File: config.mk
export PLATFORM = sky130hd
export DESIGN_NAME = ex_muldiv_unit
export DESIGN_NICKNAME = d
export VERILOG_FILES = /design/src/rtl/ex_muldiv_unit.sv
export SDC_FILE = /design/constraint.sdc
export NUM_CORES = 1
export LEC_CHECK = 0
export ABC_AREA = 1
export BUFFER_PORTS_ARGS = -buffer_cell sky130_fd_sc_hd__clkbuf_2
export CAP_MARGIN = 20
export CORE_MARGIN = 5
export CORE_UTILIZATION = 63
export CTS_CLUSTER_DIAMETER = 200
export CTS_CLUSTER_SIZE = 30
export DETAILED_ROUTE_END_ITERATION = 10
export GPL_TIMING_DRIVEN = 1
export PLACE_DENSITY = 0.83
export SYNTH_ARGS = -nofsm -noshare
export SYNTH_HDL_FRONTEND = slang
export SYNTH_SLANG_ARGS = --single-unit
export TNS_END_PERCENT = 30
File: constraint.sdc
create_clock -name clk -period 2.8 [get_ports clk]
set_clock_uncertainty 0.05 [all_clocks]
set_input_delay 0 -clock clk [delete_from_list [all_inputs] [get_ports clk]]
set_output_delay 0 -clock clk [all_outputs]
set_load 0.01 [all_outputs]
File: src/rtl/ex_muldiv_unit.sv
// Iterative multiply/divide unit for the EX stage: one bit per cycle for MUL, MULH, DIV and REM.
// A start pulse in IDLE issues an operation; the result is held in DONE until stall drops.
module ex_muldiv_unit #(
    parameter int unsigned WIDTH = 16
) (
    input  logic             clk,
    input  logic             reset,
    input  logic             stall,
    input  logic             start,
    input  logic [1:0]       op,
    input  logic             signed_op,
    input  logic [WIDTH-1:0] a,
    input  logic [WIDTH-1:0] b,
    output logic             busy,
    output logic             done,
    output logic [WIDTH-1:0] result,
    output logic             div_by_zero
);

    localparam int unsigned CNT_W = $clog2(WIDTH + 1);
    localparam logic [1:0]  OP_MUL  = 2'b00;
    localparam logic [1:0]  OP_MULH = 2'b01;
    localparam logic [1:0]  OP_DIV  = 2'b10;

    typedef enum logic [1:0] {S_IDLE, S_RUN, S_DONE} state_t;

    state_t             state;
    state_t             state_next;
    logic [1:0]         op_q;
    logic               sign_a;
    logic               sign_b;
    logic               dz_q;
    logic [CNT_W-1:0]   cnt;
    logic [WIDTH-1:0]   acc_hi;
    logic [WIDTH-1:0]   acc_lo;
    logic [WIDTH-1:0]   opd;

    logic               div_zero_c;
    logic [WIDTH-1:0]   a_mag_c;
    logic [WIDTH-1:0]   b_mag_c;
    logic [WIDTH:0]     mul_sum_c;
    logic [WIDTH:0]     div_shift_c;
    logic [WIDTH:0]     div_trial_c;
    logic [WIDTH-1:0]   iter_hi_c;
    logic [WIDTH-1:0]   iter_lo_c;
    logic [2*WIDTH-1:0] prod_c;
    logic [WIDTH-1:0]   quot_c;
    logic [WIDTH-1:0]   rem_c;
    logic [WIDTH-1:0]   result_c;
    logic               busy_c;
    logic               done_c;

    // State register
    always_ff @(posedge clk or posedge reset) begin
        if (reset) state <= S_IDLE;
        else       state <= state_next;
    end

    // Divide-by-zero skips the iterations (counter loaded with 0) but still takes the fix-up cycle
    always_comb begin
        state_next = state;
        case (state)
            S_IDLE:  if (start) state_next = S_RUN;
            S_RUN:   if (cnt == '0) state_next = S_DONE;
            S_DONE:  if (!stall) state_next = S_IDLE;
            default: state_next = S_IDLE;
        endcase
    end

    // Iteration step, sign fix-up and flag decode
    always_comb begin
        div_zero_c  = op[1] && (b == '0);
        a_mag_c     = (signed_op && a[WIDTH-1]) ? (~a + WIDTH'(1)) : a;
        b_mag_c     = (signed_op && b[WIDTH-1]) ? (~b + WIDTH'(1)) : b;

        mul_sum_c   = {1'b0, acc_hi} + {1'b0, (acc_lo[0] ? opd : WIDTH'(0))};
        div_shift_c = {acc_hi, acc_lo[WIDTH-1]};
        div_trial_c = div_shift_c - {1'b0, opd};

        iter_hi_c   = mul_sum_c[WIDTH:1];
        iter_lo_c   = {mul_sum_c[0], acc_lo[WIDTH-1:1]};
        if (op_q[1]) begin
            if (!div_trial_c[WIDTH]) begin
                iter_hi_c = div_trial_c[WIDTH-1:0];
                iter_lo_c = {acc_lo[WIDTH-2:0], 1'b1};
            end else begin
                iter_hi_c = div_shift_c[WIDTH-1:0];
                iter_lo_c = {acc_lo[WIDTH-2:0], 1'b0};
            end
        end

        prod_c = {acc_hi, acc_lo};
        if (sign_a ^ sign_b) prod_c = ~prod_c + (2*WIDTH)'(1);
        quot_c = (sign_a ^ sign_b) ? (~acc_lo + WIDTH'(1)) : acc_lo;
        rem_c  = sign_a ? (~acc_hi + WIDTH'(1)) : acc_hi;

        case (op_q)
            OP_MUL:  result_c = prod_c[WIDTH-1:0];
            OP_MULH: result_c = prod_c[2*WIDTH-1:WIDTH];
            OP_DIV:  result_c = quot_c;
            default: result_c = rem_c;
        endcase
        if (dz_q) result_c = op_q[0] ? acc_lo : '1;

        busy_c = (state_next != S_IDLE);
        done_c = (state_next == S_DONE);
    end

    // Datapath and registered outputs
    always_ff @(posedge clk or posedge reset) begin
        if (reset) begin
            op_q        <= '0;
            sign_a      <= 1'b0;
            sign_b      <= 1'b0;
            dz_q        <= 1'b0;
            cnt         <= '0;
            acc_hi      <= '0;
            acc_lo      <= '0;
            opd         <= '0;
            busy        <= 1'b0;
            done        <= 1'b0;
            result      <= '0;
            div_by_zero <= 1'b0;
        end else begin
            busy <= busy_c;
            done <= done_c;
            case (state)
                S_IDLE: begin
                    if (start) begin
                        op_q   <= op;
                        sign_a <= signed_op & a[WIDTH-1];
                        sign_b <= signed_op & b[WIDTH-1];
                        dz_q   <= div_zero_c;
                        acc_hi <= '0;
                        acc_lo <= div_zero_c ? a : a_mag_c;
                        opd    <= b_mag_c;
                        cnt    <= div_zero_c ? CNT_W'(0) : CNT_W'(WIDTH);
                    end
                end
                S_RUN: begin
                    if (cnt != '0) begin
                        acc_hi <= iter_hi_c;
                        acc_lo <= iter_lo_c;
                        cnt    <= cnt - CNT_W'(1);
                    end else begin
                        result      <= result_c;
                        div_by_zero <= dz_q;
                    end
                end
                S_DONE: begin
                    if (!stall) div_by_zero <= 1'b0;
                end
                default: ;
            endcase
        end
    end

endmodule

==> reports/qor.log <==
[timing] Finish-stage setup viols 0
[timing] post-route minimum period 2540 ps
[global_routing] largest net degree at the start of global routing 35
[floorplan] Die W 127 µm
[timing] final hold violation count 0
[setup_path] required time of the critical path 3000 ps
[setup_path] launching element type of the critical path flop
[logic_synthesis] net count after synthesis 1558
[pwr] Flop pwr share 19.1%
[global_routing] global-route met1 utilization 50.8%
[route] violation count after the first detailed-route iteration 1205
[global_routing] global-route wire length before repair 45800 µm
[cts] clock insertion delay at the later pin of the skew report 360 ps
[cts] TritonCTS clock tree built
[logic_synthesis] synthesized netlist cell count 1479
[setup_path] crit path kind flop to flop
[status] outcome finished, final reports clean
[cts] Root Buffer Master clkbuf_16
[cts] Inserted Clock Buffers 9
[pwr] Max rail drop VDD 0.000653 V
[floorplan] number of placed I/O pins 58
[setup_path] maximum fanout encountered on the critical timing path 12
[pwr] clock network power share 9.5%
[pwr] switching share of power 57.0%
[logic_synthesis] number of library cell types mapped by synthesis 49
[global_routing] GRT Residual Overflow 0
[floorplan] die outline area 0.0162 mm²
[setup_path] count of cells along the worst register-to-register path 15
[cells_and_area] fraction of the core area covered by cells at the end of the flow 72.2%
[setup_path] worst endpoint data arrival time 2740 ps
[pwr] leakage power 5.23 nW
[placement] weighted congestion reported at the end of routability-driven placement 1.00
[timing] Slew Limit Headroom 61.4%
[logic_synthesis] Yosys top cell by area dfrtp_1
[pwr] P_sw 0.00737 W
[route] via density per instance 5.75
[pwr] internal power summed over all cells 0.00556 W
[logic_synthesis] area share of the largest cell type after synthesis 22.8%
[route] drt pass-1 iters 6
[timing] Max Clk Rate 393 MHz
[placement] detailed placement HPWL 20900 µm
[cts] number of buffers added for setup after CTS 0
[route] residual DRC count 0
[worst_hold_path] class of the tightest hold or removal check input pin to flop
[logic_synthesis] Seq cells post-synth 79
[route] vias post-DR 9955
[logic_synthesis] post-synthesis area per instance 5.86 µm²
[global_routing] number of antenna violations at the first check in global routing 1
[route] sum of routed wire length over all layers 27700 µm
[cts] clock transition at the registers of the reported paths 70 ps
[timing] max-slew violation total from the final report 0
[global_routing] most crowded layer after global routing met2
[global_routing] number of global-route vias before repair 9040
[cts] CTS HTree Levels 3
[cts] clock sinks 79
[global_routing] routing usage on met3 6.64%
[cells_and_area] layout overhead on the synthesized area 11.2%
[pwr] PD cells 1340 mW/mm²
[route] number of antenna-violating nets in the routed design 0
[timing] actual transition at the worst max-transition pin 578 ps
[timing] period utilization 90.9%
[timing] setup repair after global routing missed its margin no
[global_routing] Global Route Usage Sum 34.8%
[worst_hold_path] Hold Path Cell Cnt 5
[cells_and_area] proportion of layout cells with a drive suffix above 1 10.5%
[floorplan] Core Rows 42
[global_routing] fraction of met2 tracks used by global routing 52.3%
[cells_and_area] antenna diode count 0
[logic_synthesis] proportion of synthesized chip area in sequential cells 22.8%
[logic_synthesis] number of synthesis warnings 0
[placement] count of buffers from port buffering 57
[route] post-DR wirelength/cell 16.0 µm
[pwr] combinational share of power 71.4%
[timing] Setup TNS Final 0 ps
[floorplan] Initial Util 64.9%
[cells_and_area] fin nets 1628
[logic_synthesis] largest cells by area after synthesis dfrtp_1 23%, nand2_1 21%, inv_1 8.1%, nand3_1 7.8%, nor2_1 6.9%
[floorplan] Core Box Area 0.0133 mm²
[setup_path] internal reg-to-reg setup slack 260 ps
[job] Max Cap Viol 0
[logic_synthesis] netlist area before placement 0.00866 mm²
[cts] clock tree buffer depth 2
[floorplan] vertical die dimension 127 µm
[setup_path] endpoint type of the worst setup path flop
==> final timing paths <==
| check | from | end |
|---|---|---|
| max reg2reg | acc_lo[15] | acc_hi[9] |
| max | acc_lo[15] | acc_hi[9] |
| min reg2reg | result[3] | result[3] |
| max in group asynchronous | reset | acc_lo[11] |
| min in group asynchronous | reset | opd[0] |
| min | a[1] | acc_lo[1] |
==> synth_stat cells, drive strengths merged <==
master       count
a31oi           16
buf             25
inv            194
xor2            25
nor3            12
fa               2
o21a             2
o21bai           3
ha              38
o211ai           6
nor2           168
nand2          509
o22ai            2
xnor2            6
or2              6
a311oi           1
a21boi           4
nand3b           5
clkinv           4
dfrtp           79
clkbuf          22
nand4           18
a21oi           72
o21ai          106
nand3          142
dlygate4sd1      1
and2             4
a221oi           1
o31ai            4
nor4             2
==> cells by family (layout without fill, tap and decap cells) <==
logic type      count (synthesis)  after routing  synth area share (%)
xor+xnor                       31             31                  3.13
flops                          79             79                  22.8
buf+inv                       246            321                  11.7
compound gates                217            217                  13.7
fa+ha+maj                      40             40                  5.95
simple gates                  866            866                  42.7
==> metrics by stage <==
stage / power (W) / area, µm² / worst slack (ps) / std cells / hold WS (ps)
2_1_floorplan: 0.00907 / 8660 / 362 / 1479 / 71.0
3_3_place_gp: 0.0112 / 9140 / 335 / 1695 / -16.9
3_5_place_dp: 0.0114 / 9140 / 277 / 1695 / -17.2
4_1_cts: 0.0127 / 9630 / 255 / 1730 / 0.564
5_1_grt: 0.0142 / 9630 / 33.9 / 1730 / 45.1
6_report: 0.0129 / 9630 / 255 / 1730 / 13.2
==> repair_timing <==
item | in CTS | in global routing
gates resized for setup | 0 | 1
hold buffers | 19 | 0
setup endpoints to repair | 0 | 1
hold endpoints to repair | 44 | 0
==> area by class of cell <==
cell class                      count  area, µm²
Clock inverter                      7       72.6
Sequential cell                    79       1980
Inverter                          198        746
Clock buffer                        9        225
Multi-Input combinational cell   1154       5670
Fill cell                        1202       3720
Timing Repair Buffer              107        721
Tap cell                          176        220
==> layer usage <==
metal / up-vias / share of wire (%)
met3: 69 / 11
li1: 4877 / -
met5: - / 0.051
met4: 2 / 3.0
met2: 556 / 42
met1: 4451 / 43
==> layout by cell type, fill, tap and decap left out, types with 3 or more instances in the layout <==
cell type	netlist	routed
nand2_1	486	486
inv_1	187	186
nor2_1	160	159
nand3_1	135	135
o21ai_0	97	97
dfrtp_1	79	79
a21oi_1	70	70
clkbuf_2	0	57
ha_1	38	38
buf_4	5	30
xor2_1	25	25
dlygate4sd3_1	0	19
nand2_2	18	18
nand4_1	18	18
a31oi_1	16	16
nor3_1	12	12
clkbuf_16	0	9
o21ai_1	8	8
inv_2	7	7
nand3_2	7	7
nor2_2	5	6
o211ai_1	6	6
or2_2	6	6
xnor2_1	6	6
nand3b_1	5	5
nand2_4	5	5
clkinv_2	1	4
o31ai_1	4	4
nor2_4	3	3
and2_1	3	3
clkinv_1	3	3
o21bai_1	3	3
a21boi_0	3	3
==> state kept, by name, summed over array words and instances (netlist names) <==
register and flops:
sign_a 1, sign_b 1, opd 16, op_q 2, state 2, dz_q 1
div_by_zero 1, done 1, cnt 5, busy 1, result 16, acc_hi 16
acc_lo 16
==> critical path, stage by stage (launching register included) <==
cell     delay [ps]
dfrtp_1         340
inv_1           110
ha_1            270
fa_1            380
inv_1           130
nand2_1         110
nand2_1          70
nand3_1          70
nand2_2         110
nand2_4          70
nand3_1         100
nand2_2         270
nand2_2         120
nand3_1         100
nand2_1          80
nand2_1          40
==> power by group through the flow <==
stage	sequential, W	clock [W]	combinational, W
2_1_floorplan	0.00225	0	0.00682
3_3_place_gp	0.00242	0	0.00877
3_5_place_dp	0.00243	0	0.00893
4_1_cts	0.00242	0.00124	0.00903
5_1_grt	0.00252	0.00129	0.0104
6_report	0.00246	0.00123	0.00924
Power figures use the tool's default switching activity.
